<file path="src/rtl/mod_counter.sv">
// Parametrised up/down modulo counter with load, wrap/saturate modes,
// a one-cycle wrap pulse, a divided-clock output and a sticky saturation flag.
module mod_counter #(
    parameter int unsigned WIDTH     = 3,
    parameter int unsigned MAX       = (2 ** WIDTH) - 1,
    parameter bit          SATURATE  = 1'b0,
    parameter int unsigned RESET_VAL = 0
) (
    input  logic             clk,
    input  logic             reset,
    input  logic             en,
    input  logic             up_dn,
    input  logic             load,
    input  logic [WIDTH-1:0] load_val,
    output logic [WIDTH-1:0] count,
    output logic             wrap,
    output logic             clk_out,
    output logic             sat
);

    localparam logic [WIDTH-1:0] MAX_V   = MAX[WIDTH-1:0];
    localparam logic [WIDTH-1:0] RESET_V = RESET_VAL[WIDTH-1:0];

    // Loaded values above the terminal value are pulled back to MAX so the
    // count can never leave 0..MAX.
    function automatic logic [WIDTH-1:0] clamp_load(input logic [WIDTH-1:0] v);
        return (v > MAX_V) ? MAX_V : v;
    endfunction

    always_ff @(posedge clk) begin
        if (reset) begin
            count   <= RESET_V;
            wrap    <= 1'b0;
            clk_out <= 1'b0;
            sat     <= 1'b0;
        end else if (load) begin
            count <= clamp_load(load_val);
            wrap  <= 1'b0;
            sat   <= 1'b0;
        end else if (en) begin
            if (up_dn) begin
                // Terminal detect compares against MAX, not natural overflow.
                if (count == MAX_V) begin
                    if (SATURATE) begin
                        wrap <= 1'b0;
                        sat  <= 1'b1;
                    end else begin
                        count   <= '0;
                        wrap    <= 1'b1;
                        clk_out <= ~clk_out;
                    end
                end else begin
                    count <= count + 1'b1;
                    wrap  <= 1'b0;
                end
            end else begin
                if (count == '0) begin
                    if (SATURATE) begin
                        wrap <= 1'b0;
                        sat  <= 1'b1;
                    end else begin
                        count   <= MAX_V;
                        wrap    <= 1'b1;
                        clk_out <= ~clk_out;
                    end
                end else begin
                    count <= count - 1'b1;
                    wrap  <= 1'b0;
                end
            end
        end else begin
            wrap <= 1'b0;
        end
    end

endmodule

</file>
<file path="config.mk">
export PLATFORM = sky130hd
export DESIGN_NAME = mod_counter
export DESIGN_NICKNAME = d
export VERILOG_FILES = /design/src/rtl/mod_counter.sv
export SDC_FILE = /design/constraint.sdc
export NUM_CORES = 1
export LEC_CHECK = 0
export CAP_MARGIN = 20
export CORE_AREA = 10 10 47 49
export CTS_BUF_LIST = sky130_fd_sc_hd__clkbuf_8
export CTS_CLUSTER_SIZE = 24
export DETAILED_ROUTE_END_ITERATION = 6
export DIE_AREA = 0 0 57 59
export GPL_ROUTABILITY_DRIVEN = 0
export PLACE_DENSITY = 0.65
export SYNTH_ARGS = -nofsm -noshare
export SYNTH_HDL_FRONTEND = slang
export SYNTH_SLANG_ARGS = --single-unit
</file>
<file path="constraint.sdc">
create_clock -name clk -period 2.7 [get_ports clk]
set_input_delay 0.27 -clock clk [delete_from_list [all_inputs] [get_ports clk]]
set_output_delay 0.27 -clock clk [all_outputs]
set_load 0.005 [all_outputs]
</file>
# Word-level counts from Yosys, hierarchy flattened

Index checks and enable logic that the tools add are counted.

Order comparisons: 1
Add/subtract/negate cells: 2
Reduce and logical (&&, ||, !) cells: 5
Equality and inequality tests: 2
Muxes and demuxes: 12
Bitwise logic cells: 3

Operators by type and width:

| operator              | count |
|---|---|
| $mux W3               | 6 |
| $mux W1               | 6 |
| $reduce_and A4 Y1     | 1 |
| $reduce_bool A2 Y1    | 2 |
| $add A3 B1 Y3 const B | 1 |
| $eq A3 B3 Y1 const B  | 1 |
| $gt A3 B3 Y1 const B  | 1 |
| $logic_not A3 Y1      | 1 |
| $not A1 Y1            | 3 |
| $reduce_or A3 Y1      | 1 |
| $sub A3 B1 Y3 const B | 1 |
| $ne A2 B1 Y1 const B  | 1 |

Input bits: 8
Flip-flop bits (word level): 5
Output and inout bits: 6
Word-level logic and storage cells: 28

# Logic depth before layout (Yosys ltp)

Gate-level depths: netlist of the first run.

Depth in word-level cells: 5
Mapped depth: 6
Mapped depth without buffers: 6

# Least setup slack after synthesis of the first run

Ideal clock, no wire load.

Path kind: register to register
From: reg count[0]
To: reg clk_out
Slack: 1,380 ps
Data arrival time: 1,205 ps
Clock period less this slack: 1,320 ps
Required time: 2,585 ps
Setup time: 115 ps
Path buffers: 0
Stages on the path, launching flop included: 7
Cells stage by stage: dfxtp_1 -> inv_1 -> ha_1 -> ha_1 -> mux2i_1 -> nor4_1 -> o21a_1

Word-level cells in the longest chain between the ends: 3
Elaborated cells on any way between the ends: 5
Those cells by class: 2 x eq/ne; 3 x reduce/logical

RTL lines:

| element                                                                    | RTL line | source |
|---|---|---|
| start: declaration                                                         | 15       | `output logic [WIDTH-1:0] count,` |
| start signal: assignment                                                   | 37       | `count <= clamp_load(load_val);` |
| start signal: assignment                                                   | 53       | `count <= count + 1'b1;` |
| start signal: assignment                                                   | 67       | `count <= count - 1'b1;` |
| $eq A3 B3 Y1 / $logic_not A3 Y1 (equally long branches)                    | 43, 57   |  |
| $ne A2 B1 Y1 (no source line) / $reduce_bool A2 Y1 (equally long branches) | -        |  |
| $reduce_and A4 Y1 (no source line) (*)                                     | -        |  |
| end signal: assignment                                                     | 50       | `clk_out <= ~clk_out;` |
| end signal: assignment                                                     | 64       | `clk_out <= ~clk_out;` |
| end: declaration                                                           | 17       | `output logic clk_out,` |

Mark *: on every way between the ends. The rest lies on a longest branch, timed or not.
A chain may end at the register's enable or synchronous reset.

# Worst setup path after layout of the first run

Same ends and word-level chain as after synthesis.

==> results.json, run 1 <==
{
  "area_delta_synth_final_pct": 43.42,
  "grt_pass1_vias": 352,
  "crit_type": "reg -> reg",
  "reg2reg_setup_slack_ps": 1300,
  "pwr-share-clk_pct": 49.0,
  "drt_iter0_markers": 6,
  "cp-end-kind": "flop",
  "cts_buffer_depth": 2,
  "path_max_fanout": 4,
  "irDropWorstVdd_v": 0.0002920,
  "synthArstFlopShare_pct": 0,
  "grt_usage_pct": 5.184,
  "internal_power_mw": 0.2080,
  "post_cts_resized": 0,
  "hold_buffers": 0,
  "pwr_density_cell_nw_per_um2": 537.1,
  "yosysSeqAreaShare_pct": 28.47,
  "clock_latency_ps": 220,
  "synth_compound_area_share_pct": 23.84,
  "synth_top_area_cell": "dfxtp_1",
  "die_w_um": 57,
  "io_buffers": 12,
  "clock-sinks": 5,
  "r2r-start": "count[0]$_SDFFE_PP0P_",
  "fin_worst_skew_ps": 3.057,
  "ant_nets": 0,
  "synth_adder_area_share_pct": 14.23,
  "design.core.area_sq_um": 1401,
  "rows": 14,
  "grt_max_degree": 11,
  "drv_cap": 0,
  "swShare_pct": 23.19,
  "routedWlPerCell_um": 11.66,
  "h-tree-depth": 1,
  "cts_setup_buffers": 0,
  "setup.worst_path.start": "count[0]$_SDFFE_PP0P_",
  "hold_viol": 0,
  "setup_viol": 0,
  "dieArea_sq_um": 3363,
  "path_clk_slew_ps": 40,
  "syn_area_sq_um": 351.6,
  "synthCells": 39,
  "syn_avg_cell_area_sq_um": 9.015,
  "wl_um": 793,
  "vias": 318,
  "route.detailed.drc": 0,
  "first_pass_iters": 4,
  "endpoint": "clk_out$_SDFFE_PP0P_",
  "clock-root-buffer": "clkbuf_8",
  "antenna_found_initial": 0,
  "slew_viol_final": 0,
  "synth_mux_area_share_pct": 2.847,
  "cts_tree": "built",
  "rr_endpoint": "clk_out$_SDFFE_PP0P_",
  "grt_pass1_wl_um": 1345,
  "synth_simple_gate_area_share_pct": 13.88,
  "drive_gt1_share_pct": 5.769,
  "pwr-share-seq_pct": 30.6,
  "period_minus_slack_ps": 1404,
  "synth_top_family_by_area": "compound AO/OA/AOI/OAI gates",
  "setup_tns_ps": 0,
  "critPathRequiredTime_ps": 2810,
  "ys_warn_count": 0,
  "combPwrFrac_pct": 20.4,
  "arrival_ps": 1520,
  "startpoint_type": "flop",
  "ff2ff_path_depth": 6,
  "dp_slack_ps": 1139,
  "start_util_pct": 25.09,
  "viasPerCell": 4.676,
  "fmax_ghz": 0.7122,
  "ys.flop_type": "dfxtp_1",
  "ioPinCount": 14,
  "synth-seq-cells": 5,
  "dp_hpwl_um": 634.1,
  "outcome": "finished, final reports clean",
  "num-nets-final": 65,
  "yosys-top-cells-area": "dfxtp_1, ha_1, inv_1",
  "min_path_cells": 2,
  "fin_ws_ps": 1296,
  "ys_types": 22,
  "switchingPower_mw": 0.06280,
  "finalCritPeriodShare_pct": 52.01,
  "synth_fp_nets": 51,
  "rsz0062_at_grt": "no",
  "synthXorXnorAreaFrac_pct": 0,
  "cts-buffers-inserted": 3,
  "die_h_um": 59,
  "worstHoldPathType": "reg -> reg",
  "overflow": 0,
  "synth.top_cell.area_share_pct": 28.47,
  "synth-edff-count": 0,
  "num_antenna_cells": 0,
  "p_leak_nw": 0.2061
}
==> routing by layer <==
layer	vias up	track usage [%]	wire, um
met3	2	3.433	87
met4	0	5.034	4
li1	169	-	-
met1	136	5.219	363
met5	-	0	0
met2	11	6.977	337
==> cell usage in the layout (no fill, tap or decap) <==
master           count
clkdlybuf4s50_1     12
inv_1                7
dfxtp_1              5
ha_1                 4
clkbuf_8             3
nor4_1               2
o21a_1               2
nor2b_1              2
a31oi_1              2
nand2_1              2
mux2i_1              1
o31a_1               1
nand3b_1             1
nor4b_1              1
o41ai_1              1
o21ai_0              1
a221oi_1             1
o211ai_1             1
a211oi_1             1
a32o_1               1
conb_1               1
==> per-stage QoR <==
step	utilization [%]	cells	cell area [sq um]	power (mW)	hold slack [ps]
after floorplan	-	39	351.6	0.1163	347.1
after global placement	32.77	64	459.2	0.1393	531.4
after detailed placement	32.77	64	459.2	0.1391	523.1
after CTS	35.98	68	504.2	0.2752	529.6
after global routing	35.98	68	504.2	0.2900	554.7
final	35.98	68	504.2	0.2708	527.8
==> cells by family (layout without fill, tap and decap cells) <==
group,Yosys count,in the layout
AOI/OAI and AO/OA,11,11
buffers and inverters,9,22
and+or+nand+nor,8,8
DFF,5,5
adders and majority gates,4,4
other,1,1
muxes,1,1
==> sequential cells by signal (all words and copies together) (netlist names) <==
| name | cells |
|---|---|
| clk_out | 1 |
| wrap | 1 |
| count | 3 |
==> worst min-delay path by stage <==
stage | start | to | slack, ps
CTS | count[0]$_SDFFE_PP0P_ | count[0]$_SDFFE_PP0P_ | 530
global placement | count[0]$_SDFFE_PP0P_ | count[0]$_SDFFE_PP0P_ | 530
floorplan | reset | wrap$_SDFF_PP0_ | 350
finish | count[0]$_SDFFE_PP0P_ | count[0]$_SDFFE_PP0P_ | 530
detailed placement | count[0]$_SDFFE_PP0P_ | count[0]$_SDFFE_PP0P_ | 520
global route | count[0]$_SDFFE_PP0P_ | count[0]$_SDFFE_PP0P_ | 550
==> area by class of cell <==
cell class,count,area (sq um)
Timing Repair Buffer,12,120.1
Inverter,6,22.52
Multi-Input combinational cell,25,196.4
Tap cell,16,20.02
Clock inverter,1,3.754
Clock buffer,3,41.29
Fill cell,159,897.1
Sequential cell,5,100.1
==> power by group through the flow <==
stage	logic [mW]	clock network, mW	registers (mW)
finish	0.0552	0.133	0.0829
global route	0.0622	0.144	0.0836
CTS	0.0555	0.137	0.0831
detailed placement	0.0550	0	0.0841
global placement	0.0551	0	0.0843
floorplan	0.0322	0	0.0841
==> cell usage after synthesis, drive strengths merged, types with 2 or more instances <==
| cell | n |
|---|---|
| a31oi | 2 |
| buf | 2 |
| dfxtp | 5 |
| ha | 4 |
| inv | 6 |
| nand2 | 2 |
| nor2b | 2 |
| nor4 | 2 |
| o21a | 2 |
==> worst max-delay path, stage by stage, from the launching register on <==
cell	delay [ps]
dfxtp_1	350
inv_1	70
ha_1	190
ha_1	210
mux2i_1	220
nor4_1	80
o21a_1	170
Power figures use the tool's default switching activity.
==> inputs of run 2 (changes only) <==
==> constraint.sdc (replaced) <==
create_clock -name clk -period 1.4 [get_ports clk]
set_input_delay 0.14 -clock clk [delete_from_list [all_inputs] [get_ports clk]]
set_output_delay 0.14 -clock clk [all_outputs]
set_load 0.005 [all_outputs]
==> results.json, run 2 (synthesis gave the netlist of run 1 again) <==
{
  "grt_usage_pct": 5.572,
  "critPathRequiredTime_ps": 1510,
  "io_buffers": 12,
  "post-route-util_pct": 42.41,
  "design.core.area_sq_um": 1401,
  "max_stage_delay_ps": 320,
  "drv_cap": 0,
  "num_antenna_cells": 0,
  "fin_ws_ps": 77.18,
  "dp_cells": 71,
  "design_area_sq_um": 594.3,
  "routedWlPerCell_um": 12.11,
  "outcome": "finished, final reports clean",
  "grtUsageMet2_pct": 8.837,
  "hp-start": "load_val[0]",
  "viasPerCell": 4.707,
  "r2r-start": "count[0]$_SDFFE_PP0P_",
  "seq_area_sq_um": 102.6,
  "setup.worst_path.start": "count[0]$_SDFFE_PP0P_",
  "finalCritPeriodShare_pct": 94.49,
  "cp_slowest_cell": "dfxtp_2",
  "final_cells": 75,
  "h-tree-depth": 1,
  "wl_um": 908,
  "antenna_found_initial": 0,
  "largest_reg_flops": 3,
  "drive_gt1_share_pct": 27.12,
  "cp_top_family": "compound AO/OA/AOI/OAI gates",
  "clock-sinks": 5,
  "path_max_fanout": 3,
  "die_w_um": 57,
  "cp.depth": 6,
  "route.detailed.drc": 0,
  "irDropWorstVdd_v": 0.0004421,
  "die_h_um": 59,
  "dp_slack_ps": -33.96,
  "crit_buf_inv": 1,
  "setup_tns_ps": 0,
  "area_delta_synth_final_pct": 69.04,
  "path_clk_slew_ps": 40,
  "cts-buffers-inserted": 3,
  "hold_end": "count[0]$_SDFFE_PP0P_",
  "rr_endpoint": "clk_out$_SDFFE_PP0P_",
  "overflow": 0,
  "vias": 353,
  "setup_viol": 0,
  "pwr_density_cell_nw_per_um2": 951.0,
  "min_path_cells": 3,
  "placed_cell_area_sq_um": 511.7,
  "drt_iter0_markers": 10,
  "grt-busiest-layer": "met2",
  "hold_viol": 0,
  "grt_max_degree": 8,
  "first_pass_iters": 4,
  "ioPinCount": 14,
  "crit_type": "reg -> reg",
  "hold_buffers": 0,
  "reg2reg_setup_slack_ps": 80,
  "period_minus_slack_ps": 1323,
  "slew_viol_final": 0,
  "fin_worst_skew_ps": 0.1397,
  "grt_pass1_wl_um": 1524,
  "startpoint_type": "flop",
  "worstHoldPathType": "in -> reg",
  "cts_setup_buffers": 0,
  "met3_usage_pct": 2.146,
  "num-nets-final": 72,
  "cts_buffer_depth": 2,
  "cts_tree": "built",
  "clock_latency_ps": 220,
  "rsz0062_at_grt": "yes",
  "fmax_ghz": 0.7560,
  "p_leak_nw": 0.2425,
  "total_power_mw": 0.5652,
  "rows": 14,
  "clock-root-buffer": "clkbuf_8",
  "layout_commonest_cell": "clkdlybuf4s50_1",
  "multi_input_comb_area_sq_um": 231.5,
  "ff2ff_path_depth": 6,
  "holdWs_ps": 481.3,
  "dieArea_sq_um": 3363,
  "arrival_ps": 1430,
  "regMostFlops": "count",
  "grt_pass1_vias": 375,
  "reg_top3": "count: 3 flops, clk_out: 1 flops, wrap: 1 flops",
  "start_util_pct": 25.09,
  "dp_hpwl_um": 738.7,
  "ant_nets": 0,
  "gr-usage-met1_pct": 6.287,
  "mostFrequentLayoutCells": "clkdlybuf4s50_1, inv_1, buf_4, dfxtp_1, clkbuf_8",
  "fill_cells": 160,
  "worstPathCellList": "inv_1 -> ha_1 -> ha_4 -> mux2i_4 -> o31a_1 -> o21a_1",
  "cp-end-kind": "flop"
}
-- run 2: cell count changes in the layout (fill, tap and decap cells not counted), sizes merged --
cell,change
buf,+7
-- run 2: per-layer routing --
layer / wire length (um) / vias up
li1: - / 180
met1: 426 / 163
met2: 428 / 10
met3: 53 / 0
met4: 0 / 0
met5: 0 / -
-- run 2: area by class of cell --
cell class / count / share of cell area [%]
tap: 16 / 3.368
clock inverter: 1 / 0.6316
multi-input combinational: 25 / 38.95
timing repair buffer: 19 / 29.05
inverter: 6 / 3.789
clock buffer: 3 / 6.947
sequential: 5 / 17.26
-- run 2: worst max path at each step --
stage	to	slack [ps]
6_report	clk_out$_SDFFE_PP0P_	80
5_1_grt	count[1]$_SDFFE_PP0P_	-7
4_1_cts	count[1]$_SDFFE_PP0P_	20
3_5_place_dp	clk_out$_SDFFE_PP0P_	-30
3_3_place_gp	clk_out$_SDFFE_PP0P_	20
2_1_floorplan	clk_out$_SDFFE_PP0P_	80
-- run 2: what timing repair did --
| item | in CTS | in global routing |
|---|---|---|
| hold endpoints to repair | 0 | 0 |
| endpoints found under the setup margin | 1 | 4 |
| gates resized for setup | 2 | 6 |
| gates cloned | 0 | 0 |
-- run 2: power by group --
part           internal [mW]  switching, mW  total (mW)
logic                 0.0889         0.0582       0.147
clock network          0.188         0.0698       0.258
registers              0.154        0.00667       0.160
total                  0.430          0.135       0.565
-- run 2: worst reg2reg max path: stages (launching register included) --
cell	delay [ps]
dfxtp_2	320
inv_1	70
ha_1	190
ha_4	160
mux2i_4	70
o31a_1	240
o21a_1	180
